$ cat config.mk
export PLATFORM = sky130hd
export DESIGN_NAME = icache_tagstat_stage
export DESIGN_NICKNAME = d
export VERILOG_FILES = /design/src/rtl/icache_tagstat_stage.sv
export SDC_FILE = /design/constraint.sdc
export NUM_CORES = 1
export LEC_CHECK = 0
export ABC_AREA = 1
export CORE_AREA = 2 2 220 222
export CTS_CLUSTER_SIZE = 8
export DETAILED_ROUTE_END_ITERATION = 8
export DIE_AREA = 0 0 222 224
export PLACE_DENSITY = 0.79
export SYNTH_ARGS = -nofsm -noshare
export SYNTH_HDL_FRONTEND = slang
export SYNTH_SLANG_ARGS = --single-unit
$ cat constraint.sdc
create_clock -name clk -period 2.4 [get_ports clk]
set_input_delay 0.48 -clock clk [delete_from_list [all_inputs] [get_ports clk]]
set_output_delay 0.48 -clock clk [all_outputs]
set_load 0.05 [all_outputs]
$ cat src/rtl/icache_tagstat_stage.sv
// Instruction-cache tag/status stage: flop-based tag and status arrays with a
// registered one-cycle lookup, write-first forwarding and a flash-invalidate sweep.
module icache_tagstat_stage #(
  parameter int NUM_WAYS       = 4,
  parameter int SET_BITS_WIDTH = 4,
  parameter int TAG_WIDTH      = 8,
  parameter int STATUS_WIDTH   = 2,
  parameter int METADATA_WIDTH = 16
) (
  input  logic                             clk,
  input  logic                             srst,
  input  logic                             i_halt,
  input  logic [METADATA_WIDTH-1:0]        i_metadata,
  input  logic                             i_metadata_valid,
  input  logic [SET_BITS_WIDTH-1:0]        i_r_set_addr,
  input  logic                             i_r_valid,
  input  logic [SET_BITS_WIDTH-1:0]        i_w_ta_set_addr,
  input  logic [NUM_WAYS*TAG_WIDTH-1:0]    i_w_ta_data,
  input  logic [NUM_WAYS-1:0]              i_w_ta_mask,
  input  logic                             i_w_ta_valid,
  input  logic [SET_BITS_WIDTH-1:0]        i_w_sa_set_addr,
  input  logic [NUM_WAYS*STATUS_WIDTH-1:0] i_w_sa_data,
  input  logic [NUM_WAYS-1:0]              i_w_sa_mask,
  input  logic                             i_w_sa_valid,
  input  logic                             i_inval_all,
  output logic [NUM_WAYS*TAG_WIDTH-1:0]    o_ta_data,
  output logic                             o_ta_data_valid,
  output logic [NUM_WAYS*STATUS_WIDTH-1:0] o_sa_data,
  output logic                             o_sa_data_valid,
  output logic [METADATA_WIDTH-1:0]        o_metadata,
  output logic                             o_metadata_valid,
  output logic                             o_inval_busy,
  output logic                             o_ready
);

  localparam int NUM_SETS = 1 << SET_BITS_WIDTH;
  localparam int TA_W     = NUM_WAYS * TAG_WIDTH;
  localparam int SA_W     = NUM_WAYS * STATUS_WIDTH;

  typedef enum logic {
    IDLE  = 1'b0,
    SWEEP = 1'b1
  } state_t;

  state_t                    state;
  logic [SET_BITS_WIDTH-1:0] sweep_cnt;

  logic [TA_W-1:0] tag_mem  [NUM_SETS];
  logic [SA_W-1:0] stat_mem [NUM_SETS];

  logic            r_acc;
  logic            ta_acc;
  logic            sa_acc;
  logic            md_acc;
  logic [TA_W-1:0] rd_ta;
  logic [SA_W-1:0] rd_sa;

  // Handshake: every valid (reads, writes, metadata, i_inval_all) is consumed
  // on an edge where o_ready=1; with o_ready=0 it is dropped, except that
  // i_halt freezes the whole stage so nothing advances or is lost.
  assign o_ready      = (state == IDLE) && !i_halt;
  assign o_inval_busy = (state == SWEEP);

  assign r_acc  = o_ready && i_r_valid;
  assign ta_acc = o_ready && i_w_ta_valid;
  assign sa_acc = o_ready && i_w_sa_valid;
  assign md_acc = o_ready && i_metadata_valid;

  always_ff @(posedge clk) begin
    if (srst) begin
      state     <= SWEEP;
      sweep_cnt <= '0;
    end else if (!i_halt) begin
      case (state)
        IDLE: begin
          if (i_inval_all) state <= SWEEP;
        end
        SWEEP: begin
          sweep_cnt <= sweep_cnt + 1'b1;
          if (sweep_cnt == '1) state <= IDLE;
        end
        default: state <= SWEEP;
      endcase
    end
  end

  // Sweep and accepted writes never coincide: writes need state IDLE.
  always_ff @(posedge clk) begin
    if (!srst && !i_halt) begin
      if (state == SWEEP) stat_mem[sweep_cnt] <= '0;
      for (int w = 0; w < NUM_WAYS; w++) begin
        if (ta_acc && i_w_ta_mask[w])
          tag_mem[i_w_ta_set_addr][w*TAG_WIDTH +: TAG_WIDTH] <=
            i_w_ta_data[w*TAG_WIDTH +: TAG_WIDTH];
        if (sa_acc && i_w_sa_mask[w])
          stat_mem[i_w_sa_set_addr][w*STATUS_WIDTH +: STATUS_WIDTH] <=
            i_w_sa_data[w*STATUS_WIDTH +: STATUS_WIDTH];
      end
    end
  end

  // Write-first: a same-cycle write to the looked-up set overrides its ways.
  always_comb begin
    rd_ta = tag_mem[i_r_set_addr];
    rd_sa = stat_mem[i_r_set_addr];
    for (int w = 0; w < NUM_WAYS; w++) begin
      if (ta_acc && i_w_ta_mask[w] && (i_w_ta_set_addr == i_r_set_addr))
        rd_ta[w*TAG_WIDTH +: TAG_WIDTH] = i_w_ta_data[w*TAG_WIDTH +: TAG_WIDTH];
      if (sa_acc && i_w_sa_mask[w] && (i_w_sa_set_addr == i_r_set_addr))
        rd_sa[w*STATUS_WIDTH +: STATUS_WIDTH] = i_w_sa_data[w*STATUS_WIDTH +: STATUS_WIDTH];
    end
  end

  always_ff @(posedge clk) begin
    if (srst) begin
      o_ta_data        <= '0;
      o_ta_data_valid  <= 1'b0;
      o_sa_data        <= '0;
      o_sa_data_valid  <= 1'b0;
      o_metadata       <= '0;
      o_metadata_valid <= 1'b0;
    end else if (!i_halt) begin
      o_ta_data_valid  <= r_acc;
      o_sa_data_valid  <= r_acc;
      o_metadata_valid <= md_acc;
      if (r_acc) begin
        o_ta_data <= rd_ta;
        o_sa_data <= rd_sa;
      end
      if (md_acc) o_metadata <= i_metadata;
    end
  end

endmodule

==> flow_summary.ini, run 1 <==
[status]
outcome = finished, final reports clean

[timing]
final.period_utilization_pct = 97.55
hold_viol_final = 0
rsz0062_at_grt = false
setup_viol = 0
maxSlewViolCount = 0
hold_ws_ns = 0.4657
finalWorstPathRequiredPeriod_ns = 2.341
max_freq_ghz = 0.4271
tightest_slew_ns = 0.6808
relSlewSlack_pct = 54.47
finClkSkew_ns = 0.01946

[cells_and_area]
syn_to_final_growth_pct = 21.05
fill_cells = 2950
multiInputGateArea_sq_um = 6903
drive_above_1_share_pct = 11.04
final_cells = 3235
fin_nets = 2622
regArea_sq_um = 20480

[routing]
first_iter_violations = 2942
drc_errors = 0
firstDrtPassIters = 6
routed_wl_mm = 74.98
via_per_inst = 6.317
vias = 20436
final_antenna_net_count = 0
wire_per_inst_um = 23.18

[floorplan]
die-width_um = 222
coreArea_sq_um = 47350
die_y_um = 224
die_area_sq_um = 49730
pin_count = 145
start_util_pct = 59.56
num_rows = 80

[placement]
dp_cells = 3053
dp_hpwl_mm = 44.54
gp_congestion = 0.9615
port_buffers = 144

[critical_path]
r2r_cells = 11
reg2reg_from = o_inval_busy
ff2ff_setup_slack_ns = 0.17
crit_arrival_ns = 1.86
crit_path_start_kind = flip-flop
crit_path_cell_trace = clkdlybuf4s50_1
crit_buf_inv = 1
critPathMaxFanout = 2
slowest_stage = clkdlybuf4s50_1
r2r_end = stat_mem[0][0]
slowest_delay_ns = 0.90
cp_top_family = buffers and inverters
end_kind = output port
cp_data_required_time_ns = 1.92
critical_path_class = flip-flop to output port

[logic_synthesis]
synth_area_sq_um = 28200
synthCells = 2304
synth_edf_count = 640
yosysTopAreaCell = edfxtp_1
synthFlopType = edfxtp_1
ys_types = 33
synth-seq-area-share_pct = 72.62
synth.most_common_cell = edfxtp_1
yosys-top-cells-count = 640 x edfxtp_1, 513 x nor2_1, 383 x o21ai_0
postSynthAreaPerCell_sq_um = 12.24
synth_fp_nets = 2389
ys.warnings.count = 0
synth_area_leaders = edfxtp_1 68%, nor2_1 6.8%, o21ai_0 6.8%
yosysTopAreaCellShare_pct = 68.15
synthArstFlopShare_pct = 0
ys_ff_latch = 703

[min_path]
hold_class = flip-flop to flip-flop
hold_depth = 2
min-delay-start = o_sa_data[4]
whs_endpoint = o_sa_data[4]

[clock_network]
cts_tree = built
cts_root_buf = clkbuf_16
cts_buffers = 97
clock_path_buffers = 3
worstSkewPairLatency_ns = 0.65
cts.sinks = 703
cts_hold_buf = 0
htree_levels = 3
clkTransAtPathRegs_ns = 0.05

[pwr]
swShare_pct = 22.07
ir_worst_vdd_uv = 539.1
power_density_nw_per_um2 = 806.9
combPwrFrac_pct = 5.5
total_leakage_power_nw = 11.62
p_seq_share_pct = 48.5
p_sw_w = 0.006080
p_clk_share_pct = 46.1
intPower_w = 0.02146

[global_route]
gr-total-overflow = 0
groute.usage.overall_pct = 29.86
grtUsageMet2_pct = 49.42
grt_use_met1_pct = 37.36
grt_use_met3_pct = 6.139
antenna_found_initial = 4
gr-max-usage-layer = met2
grt_max_degree = 129
grt_pass1_vias = 20584
grt_pass1_wl_mm = 113.8

[run]
cap_violations = 0
## cell usage in the layout, fill, tap and decap left out, types with 3 or more instances in the layout
cell             count
o21ai_1             30
clkdlybuf4s50_1    138
o211ai_1            23
xor2_1               4
o22ai_1             55
nand3_1            103
clkbuf_16           97
inv_1               33
nand4_1             12
inv_2                4
a21oi_1             45
nor2_1             512
o22a_1               6
clkbuf_1            76
nor2_4               6
buf_12              30
nand2_1             93
edfxtp_1           640
nor3_1               3
nand2_2              4
buf_4              129
clkinv_8             3
o21ai_0            383
dfxtp_1             62
o221ai_1           105
## layout make-up
cell class	count	share of cell area (%)
multi-input combinational	1395	20.22
tap	615	2.254
inverter	40	0.4692
antenna	2	0.01466
clock inverter	7	0.3739
timing repair buffer	300	8.723
sequential	703	60.00
clock buffer	173	7.946
## routing by layer
layer | vias to the layer above | wire length (um)
met2 | 1296 | 36840
met4 | 6 | 3300
li1 | 9029 | -
met1 | 9853 | 27380
met5 | - | 46
met3 | 252 | 7407
## timing repair
| item | in CTS | in global routing |
|---|---|---|
| cloned | 0 | 0 |
| setup endpoints to repair | 1 | 2 |
| hold endpoints to repair | 0 | 0 |
| resized for setup | 1 | 2 |
| buffers inserted | 0 | 0 |
## registers in the layout, indices dropped and copies added, names as in the netlist
register and count:
tag_mem 512, o_sa_data 8, o_ta_data 32, stat_mem 128, o_sa_data_valid 1, sweep_cnt 4, o_metadata 16, o_inval_busy 1
o_metadata_valid 1
## worst max path at each step
stage / cells past startpoint / endpoint / from / slack (ns)
2_1_floorplan: 12 / stat_mem[4][0] / o_inval_busy / 0.02
3_3_place_gp: 13 / stat_mem[0][0] / i_halt / -0.35
3_5_place_dp: 13 / stat_mem[0][6] / i_halt / -0.44
4_1_cts: 1 / o_ta_data[29] / o_ta_data[29] / 0.03
5_1_grt: 1 / o_ta_data[29] / o_ta_data[29] / 0.02
6_report: 1 / o_ta_data[29] / o_ta_data[29] / 0.06
## metrics by stage
stage	cell area (sq um)	TNS, ns	util, %	power [W]	setup WS, ns
floorplan	28200	0	-	0.01436	0.01811
global placement	31290	-83.12	66.09	0.01498	-0.3514
detailed placement	31290	-101.54	66.09	0.01504	-0.4442
CTS	34130	0	72.08	0.02759	0.02931
global route	34130	0	72.10	0.02822	0.02448
finish	34140	0	72.10	0.02754	0.05883
## cell families (layout without fill, tap and decap cells)
family,count (synthesis),in the layout,synth area share [%]
other,0,2,0
and+or+nand+nor,740,740,10.76
adders and majority gates,1,1,0.04436
xor gates and xnor gates,4,4,0.1242
AOI/OAI and AO/OA,650,650,13.54
DFF,703,703,72.62
buffers and inverters,206,520,2.906
## power groups by stage
stage / Sequential [W] / Combinational (W) / Clock (W)
4_1_cts: 0.0134 / 0.00148 / 0.0128
2_1_floorplan: 0.0136 / 0.000775 / 0
6_report: 0.0134 / 0.00151 / 0.0127
5_1_grt: 0.0133 / 0.00162 / 0.0133
3_3_place_gp: 0.0136 / 0.00140 / 0
3_5_place_dp: 0.0136 / 0.00145 / 0
Note: power is estimated with default switching activity, not from simulation.
==> inputs of run 2 (changes only) <==
Settings changed: HOLD_SLACK_MARGIN set to 0.02.
==> results of run 2 <==
Final layout, timing and power as in run 1 (identical DEF).
==> inputs of run 3 (changes only) <==
Settings changed: RECOVER_POWER set to 100, SETUP_SLACK_MARGIN set to 0.05.
==> run 3 against run 2 <==
  * Sequential power about the same
  * Maximum frequency decreased by 0.33%
  * Die area unchanged
  * Register-to-register slack got worse by 0.05 ns
  * Combinational power about the same
  * Wire length decreased by 0.32%
  * Global-route usage increased by 0.15 points
  * Sequential share of layout area increased by 0.33 points
  * Worst hold slack got worse by 0.075 ns
  * Worst setup slack got worse by 0.0077 ns
  * Clock power about the same
  * Flip-flop and latch count unchanged
  * Critical path type unchanged
==> flow_summary.ini, run 3 (synthesis gave the netlist of run 1 again) <==
[cells_and_area]
syn_to_final_growth_pct = 20.38
biggestRegsByFlops = tag_mem x512, stat_mem x128, o_ta_data x32
top_register = tag_mem
fin_nets = 2629
final_area_sq_um = 33950
layout_commonest_cell = edfxtp_1
drive_above_1_share_pct = 10.64
largest_reg_flops = 512
fill_cells = 3018
mostFrequentLayoutCells = 640 x edfxtp_1, 512 x nor2_1, 385 x o21ai_0
final_cells = 3233

[clock_network]
cts.sinks = 703
post_cts_buffers = 0
cts_tree = built
worstSkewPairLatency_ns = 0.64
cts_root_buf = clkbuf_16
cts_buffers = 97
htree_levels = 3
clock_path_buffers = 3
clkTransAtPathRegs_ns = 0.05
cts_hold_buf = 0

[timing]
fin_setup_tns_ns = 0
finClkSkew_ns = 0.02454
relSlewSlack_pct = 38.23
setup_viol = 0
maxSlewViolCount = 0
finalWorstPathRequiredPeriod_ns = 2.349
rsz0062_at_grt = false
final.period_utilization_pct = 97.87
tightest_slew_ns = 0.9265
hold_viol_final = 0
max_freq_ghz = 0.4257

[placement]
dp_cells = 3060
placed_cell_area_sq_um = 31430
gp_congestion = 0.9031
dp_hpwl_mm = 44.41
port_buffers = 144

[floorplan]
die-width_um = 222
num_rows = 80
start_util_pct = 59.56
pin_count = 145
coreArea_sq_um = 47350
die_y_um = 224
die_area_sq_um = 49730

[routing]
first_iter_violations = 2778
final_antenna_net_count = 0
via_per_inst = 6.337
firstDrtPassIters = 6
drc_errors = 0
routed_wl_mm = 74.73
vias = 20487
wire_per_inst_um = 23.12

[critical_path]
critical_path_class = flip-flop to output port
cp_top_family = buffers and inverters
end_kind = output port
r2r_end = stat_mem[1][3]
slowest_stage = dlygate4sd3_1
crit_path_start_kind = flip-flop
crit_buf_inv = 1
critPathMaxFanout = 2
reg2reg_from = o_inval_busy
cp_data_required_time_ns = 1.92
ff2ff_setup_slack_ns = 0.12
crit_arrival_ns = 1.87
slowest_delay_ns = 0.91
crit_path_cell_trace = dlygate4sd3_1
r2r_cells = 9

[min_path]
hold_class = primary input to flip-flop
min-delay-start = i_halt
hold_depth = 4
whs_endpoint = o_metadata_valid

[pwr]
total_leakage_power_nw = 11.85
power_density_nw_per_um2 = 807.5
power_w = 0.02741
ir_worst_vdd_uv = 612.2

[run]
cap_violations = 0

[global_route]
grt_pass1_vias = 20648
grt_pass1_wl_mm = 114.4
antenna_found_initial = 2
grt_max_degree = 75
groute.usage.overall_pct = 30.01
gr-total-overflow = 0

[status]
outcome = finished, final reports clean
run 3: area by class of cell:
class | instances | area [sq um] | area share (%)
Tap cell | 615 | 769.5 | 2.267
Antenna cell | 4 | 10.01 | 0.02949
Inverter | 40 | 160.2 | 0.4718
Clock buffer | 164 | 2721 | 8.016
Timing Repair Buffer | 307 | 2848 | 8.389
Multi-Input combinational cell | 1395 | 6888 | 20.29
Clock inverter | 5 | 70.07 | 0.2064
Sequential cell | 703 | 20480 | 60.33
run 3: worst max-delay path by stage:
stage                          from              end  slack, ns  cells past startpoint
finish                 o_ta_data[6]     o_ta_data[6]       0.05                      1
global route           o_inval_busy    tag_mem[2][0]       0.03                      9
CTS                 o_sa_data_valid  o_ta_data_valid       0.08                      1
detailed placement           i_halt  stat_mem[10][3]      -0.46                     12
global placement             i_halt  stat_mem[15][6]      -0.35                     12
floorplan                      srst  tag_mem[15][24]       0.14                      6
run 3: what timing repair did:
action | 4_1_cts | 5_1_grt
resized for setup | 3 | 3
setup endpoints to repair | 3 | 30
pin swaps | 0 | 0
run 3: per-layer routing:
| layer | routed length (um) | global-route usage [%] |
|---|---|---|
| met1 | 26880 | 37.09 |
| met2 | 37710 | 51.11 |
| met3 | 7524 | 6.545 |
| met4 | 2606 | 13.56 |
| met5 | 12 | 0 |
run 3: report_power, final:
group,internal (W),switching [W]
clock,0.00763,0.00492
combinational,0.000511,0.00100
sequential,0.0133,0.00000637
run 3: stage by stage:
| step | hold WS [ns] | setup WS, ns | utilization [%] |
|---|---|---|---|
| floorplan | 0.4612 | 0.1382 | - |
| global placement | 0.4488 | -0.3490 | 66.38 |
| detailed placement | 0.4610 | -0.4559 | 66.38 |
| CTS | 0.4628 | 0.07738 | 72.27 |
| global route | 0.4063 | 0.03468 | 71.69 |
| finish | 0.3903 | 0.05117 | 71.70 |
